[src/rtl/reg_write_arbiter.sv]
// Round-robin arbiter sharing one register-bank write port among NREQ requesters,
// with optional locked bursts. Optional `REG_ARB_STALL_EN adds an i_stall input.
module reg_write_arbiter #(
  parameter int NREQ      = 4,
  parameter int DW        = 8,
  parameter int AW        = 3,
  parameter int MAX_BURST = 4
) (
  input  logic                 i_clk,
  input  logic                 i_rst_n,
  input  logic [NREQ-1:0]      i_req,
  input  logic [NREQ-1:0]      i_req_lock,
  input  logic [NREQ*AW-1:0]   i_req_addr,
  input  logic [NREQ*DW-1:0]   i_req_data,
`ifdef REG_ARB_STALL_EN
  input  logic                 i_stall,
`endif
  output logic [NREQ-1:0]      o_gnt,
  output logic                 o_wr_en,
  output logic [AW-1:0]        o_wr_addr,
  output logic [DW-1:0]        o_wr_data,
  output logic                 o_locked
);

  localparam int PW = (NREQ > 1) ? $clog2(NREQ) : 1;

  typedef enum logic {ST_ARB, ST_LOCKED} state_t;

  state_t          r_state;
  logic [PW-1:0]   r_ptr;
  logic [PW-1:0]   r_owner;
  logic [3:0]      r_burst_cnt;
  logic            r_wr_en;
  logic [AW-1:0]   r_wr_addr;
  logic [DW-1:0]   r_wr_data;
  logic            r_locked;

  logic [NREQ-1:0] w_gnt;
  logic            w_found;
  logic [PW-1:0]   w_win;
  logic [PW-1:0]   w_next_ptr;
  logic [PW:0]     w_sum;
  logic            w_stall;

`ifdef REG_ARB_STALL_EN
  assign w_stall = i_stall;
`else
  assign w_stall = 1'b0;
`endif

  // Grant is combinational; a locked owner bypasses the rotating search entirely.
  always_comb begin
    w_gnt   = '0;
    w_found = 1'b0;
    w_win   = '0;
    w_sum   = '0;
    if (i_rst_n && !w_stall) begin
      if (r_state == ST_LOCKED) begin
        w_win   = r_owner;
        w_found = i_req[r_owner];
      end else begin
        for (int k = 0; k < NREQ; k++) begin
          w_sum = {1'b0, r_ptr} + (PW+1)'(k);
          if (w_sum >= (PW+1)'(NREQ)) w_sum = w_sum - (PW+1)'(NREQ);
          if (!w_found && i_req[w_sum[PW-1:0]]) begin
            w_found = 1'b1;
            w_win   = w_sum[PW-1:0];
          end
        end
      end
      if (w_found) w_gnt[w_win] = 1'b1;
    end
  end

  assign w_next_ptr = (w_win == PW'(NREQ-1)) ? '0 : w_win + 1'b1;

  always_ff @(posedge i_clk or negedge i_rst_n) begin
    if (!i_rst_n) begin
      r_state     <= ST_ARB;
      r_ptr       <= '0;
      r_owner     <= '0;
      r_burst_cnt <= '0;
      r_wr_en     <= 1'b0;
      r_wr_addr   <= '0;
      r_wr_data   <= '0;
      r_locked    <= 1'b0;
    end else begin
      r_wr_en <= w_found;
      if (w_found) begin
        r_wr_addr <= i_req_addr[int'(w_win)*AW +: AW];
        r_wr_data <= i_req_data[int'(w_win)*DW +: DW];
      end
      // A stalled cycle leaves all arbitration state untouched, including a held lock.
      if (!w_stall) begin
        case (r_state)
          ST_ARB: begin
            if (w_found) begin
              r_ptr <= w_next_ptr;
              if (i_req_lock[w_win] && (MAX_BURST > 1)) begin
                r_state     <= ST_LOCKED;
                r_locked    <= 1'b1;
                r_owner     <= w_win;
                r_burst_cnt <= 4'd1;
              end
            end
          end
          ST_LOCKED: begin
            if (w_found) begin
              r_burst_cnt <= r_burst_cnt + 4'd1;
              if (!i_req_lock[r_owner] || (r_burst_cnt + 4'd1 == 4'(MAX_BURST))) begin
                r_state  <= ST_ARB;
                r_locked <= 1'b0;
              end
            end else begin
              r_state  <= ST_ARB;
              r_locked <= 1'b0;
            end
          end
        endcase
      end
    end
  end

  assign o_gnt     = w_gnt;
  assign o_wr_en   = r_wr_en;
  assign o_wr_addr = r_wr_addr;
  assign o_wr_data = r_wr_data;
  assign o_locked  = r_locked;

endmodule

[config.mk]
export PLATFORM = sky130hd
export DESIGN_NAME = reg_write_arbiter
export DESIGN_NICKNAME = d
export VERILOG_FILES = /design/src/rtl/reg_write_arbiter.sv
export SDC_FILE = /design/constraint.sdc
export NUM_CORES = 1
export LEC_CHECK = 0
export ABC_AREA = 1
export CAP_MARGIN = 20
export CORE_MARGIN = 10
export CORE_UTILIZATION = 68
export CTS_CLUSTER_DIAMETER = 60
export DETAILED_ROUTE_END_ITERATION = 12
export DONT_BUFFER_PORTS = 1
export HOLD_SLACK_MARGIN = 0.08
export PLACE_DENSITY = 0.84
export SKIP_CTS_REPAIR_TIMING = 1
export SYNTH_ARGS = -nofsm -noshare
export SYNTH_HDL_FRONTEND = slang
export SYNTH_SLANG_ARGS = --single-unit
[constraint.sdc]
create_clock -name i_clk -period 4.35 [get_ports i_clk]
set_input_delay 0.6525 -clock i_clk [delete_from_list [all_inputs] [get_ports i_clk]]
set_output_delay 0.6525 -clock i_clk [all_outputs]
set_load 0.01 [all_outputs]
==> impl_metrics.json <==
{
  "outcome": "finished, final reports clean",
  "period_share_pct": 72.9,
  "fmax_ghz": 0.315,
  "antenna_found_initial": 0,
  "p_comb_share_pct": 62.2,
  "hold_viol_final": 0,
  "syn_inst": 290,
  "cp-start-kind": "register",
  "slowest_stage": "dfrtp_1",
  "ant_nets": 0,
  "p_per_area_nw_per_um2": 802,
  "yosysWarnings": 0,
  "pin_count": 71,
  "drt_iter0_drc": 127,
  "clk_pin_slew_ns": 0.13,
  "worstReg2RegEnd": "r_burst_cnt[1]",
  "fin_tns_setup_ns": 0,
  "skew_ns": 0.00267,
  "die_h_um": 72.0,
  "antenna_cells": 0,
  "clk_latency_ns": 0.31,
  "drive_gt1_share_pct": 11.3,
  "grt_max_degree": 39,
  "vias_per_cell": 5.55,
  "synth_area_leaders": "dfrtp_1 30%, nand2_1 24%, inv_1 6.5%, nand2_2 4.8%, o211ai_1 4.5%",
  "syn2layout_area_growth_pct": 0.205,
  "seq_area_frac_synth_pct": 30.0,
  "rsz0062_at_grt": "false",
  "cpPeakStageDelay_ns": 0.55,
  "remaining_drc_errors": 0,
  "portBuffers": 0,
  "core-area_um2": 2520,
  "grt_pass1_wl_um": 8040,
  "rows": 18,
  "whs_ns": 0.125,
  "gp_congestion": 0.928,
  "postRouteWirelength_um": 4850,
  "yosysTopAreaCellShare_pct": 30.0,
  "slew_viol_final": 0,
  "place_hpwl_um": 3760,
  "synth.most_common_cell": "nand2_1",
  "stdcell_count": 314,
  "maxCapViolations": 0,
  "synth_edf_count": 0,
  "synth_fp_nets": 346,
  "utilization_pct": 73.0,
  "swShare_pct": 56.8,
  "p_switching_uw": 838,
  "yosys_register_bits": 22,
  "cts.sinks": 22,
  "crit_path_cell_trace": "inv_6, nand2_1, nand2_1, nand2_2, nand2_2, inv_1, nand2_1, o21ai_1, nor2_2, inv_2, nor3_1",
  "synth_area_um2": 1840,
  "grt_usage_pct": 18.6,
  "worstMarginPinSlew_ns": 0.654,
  "worstReg2RegStart": "r_ptr[0]",
  "synthTopCellsByCount": "115 x nand2_1, 32 x inv_1, 22 x dfrtp_1",
  "vdd_drop_max_mv": 0.495,
  "crit_fanout": 26,
  "dr_total_vias": 1744,
  "grt_pass1_vias": 1772,
  "relSlewSlack_pct": 56.4,
  "h-tree-depth": 1,
  "p_clk_share_pct": 7.8,
  "leakagePower_uw": 0.00105,
  "die_area_um2": 5180,
  "path_class": "register to primary output",
  "worst_path_most_repeated_cell": "nand2_1",
  "synth_async_sr_flop_share_pct": 100,
  "ff2ff_setup_slack_ns": 1.57,
  "critPathCaptureType": "primary output",
  "clk_path_buf_depth": 2,
  "synth_area_leader_cell": "dfrtp_1",
  "place_inst": 309,
  "power.share.sequential_pct": 30.0,
  "finalWorstPathRequiredPeriod_ns": 3.17,
  "synthDistinctLibCells": 24,
  "worst_ep_required_time_ns": 3.70,
  "dr.pass1.iters": 4,
  "clock-root-buffer": "clkbuf_4",
  "num-nets-final": 341,
  "synth-main-ff-cell": "dfrtp_1",
  "initial_utilization_pct": 72.8,
  "synth.avg_cell_area_um2": 6.33,
  "cts_tree": "yes",
  "setup_viol": 0,
  "die_x_um": 72.0,
  "numCtsBuffers": 3,
  "arrival_ns": 2.52,
  "internal-power_uw": 638,
  "min_path_type": "input pin to asynchronous set/reset pin",
  "r2r_cells": 17,
  "grt_overflow": 0,
  "wire_per_inst_um": 15.4
}
==> layout by cell type (no fill, tap or decap), drive strengths merged <==
cell type | netlist | routed
xnor2 | 2 | 2
nor2 | 22 | 22
nand3 | 14 | 14
a22oi | 1 | 1
ha | 2 | 2
dfrtp | 22 | 22
o21ai | 18 | 18
inv | 36 | 36
nand2 | 129 | 129
o2bb2ai | 1 | 1
nor3 | 3 | 3
o211ai | 11 | 11
a21oi | 16 | 16
buf | 9 | 1
nand4 | 2 | 2
clkbuf | 2 | 4
==> power by group through the flow <==
stage	Sequential (uW)	Combinational, uW	Clock (uW)
final	443	918	115
after global routing	459	1050	125
after CTS	444	905	117
after detailed placement	447	904	0
after global placement	446	884	0
after floorplan	392	835	0
==> cell type report <==
type | instances | area (um2)
fill | 233 | 682
clock buffer | 4 | 36.3
timing repair buffer | 1 | 20.0
multi-input combinational | 221 | 1060
inverter | 36 | 140
tap | 30 | 37.5
sequential | 22 | 551
==> kinds of logic (layout without fill, tap and decap cells) <==
logic type      Yosys count  after routing  synth area share [%]
compound gates           47             47                  14.6
xor+xnor                  2              2                 0.954
fa+ha+maj                 2              2                  1.36
buf+inv                  47             41                  12.5
flops                    22             22                  30.0
simple gates            170            170                  40.5
==> critical path: cells and delay by family, from the launching register on <==
| family | cells | cell delay (ns) |
|---|---|---|
| AOI/OAI and AO/OA | 1 | 0.10 |
| buffers and inverters | 3 | 0.44 |
| DFF | 1 | 0.55 |
| and+or+nand+nor | 7 | 1.12 |
==> routing by layer <==
layer / vias to the layer above / track usage [%] / part of all wire (%) / wire length (um)
li1: 897 / - / - / -
met2: 64 / 30.9 / 48 / 2340
met5: - / 0 / 0 / 0
met1: 777 / 21.0 / 40 / 1960
met3: 6 / 7.76 / 10 / 483
met4: 0 / 6.45 / 1.2 / 59
==> state kept, by name (all words and copies together), names as in the netlist <==
name         flops
r_burst_cnt      4
r_state          1
o_wr_addr        3
o_wr_data        8
r_owner          2
o_wr_en          1
r_ptr            2
o_locked         1
==> through the flow <==
stage	total power [uW]	worst slack, ns	instance area, um2
after floorplan	1230	1.79	1840
after global routing	1640	0.962	1840
final	1480	1.18	1840
after CTS	1470	1.19	1820
after global placement	1330	1.60	1780
after detailed placement	1350	1.53	1780
==> how the worst max path moves through the flow <==
stage | startpoint | end | slack (ns)
2_1_floorplan | i_req[1] | o_gnt[1] | 1.79
3_3_place_gp | i_req[3] | o_gnt[1] | 1.60
3_5_place_dp | i_req[3] | o_gnt[1] | 1.53
4_1_cts | r_ptr[0] | o_gnt[1] | 1.19
5_1_grt | r_ptr[0] | o_gnt[1] | 0.96
6_report | r_ptr[0] | o_gnt[1] | 1.18
No activity file was read; power rests on OpenSTA's default activity.
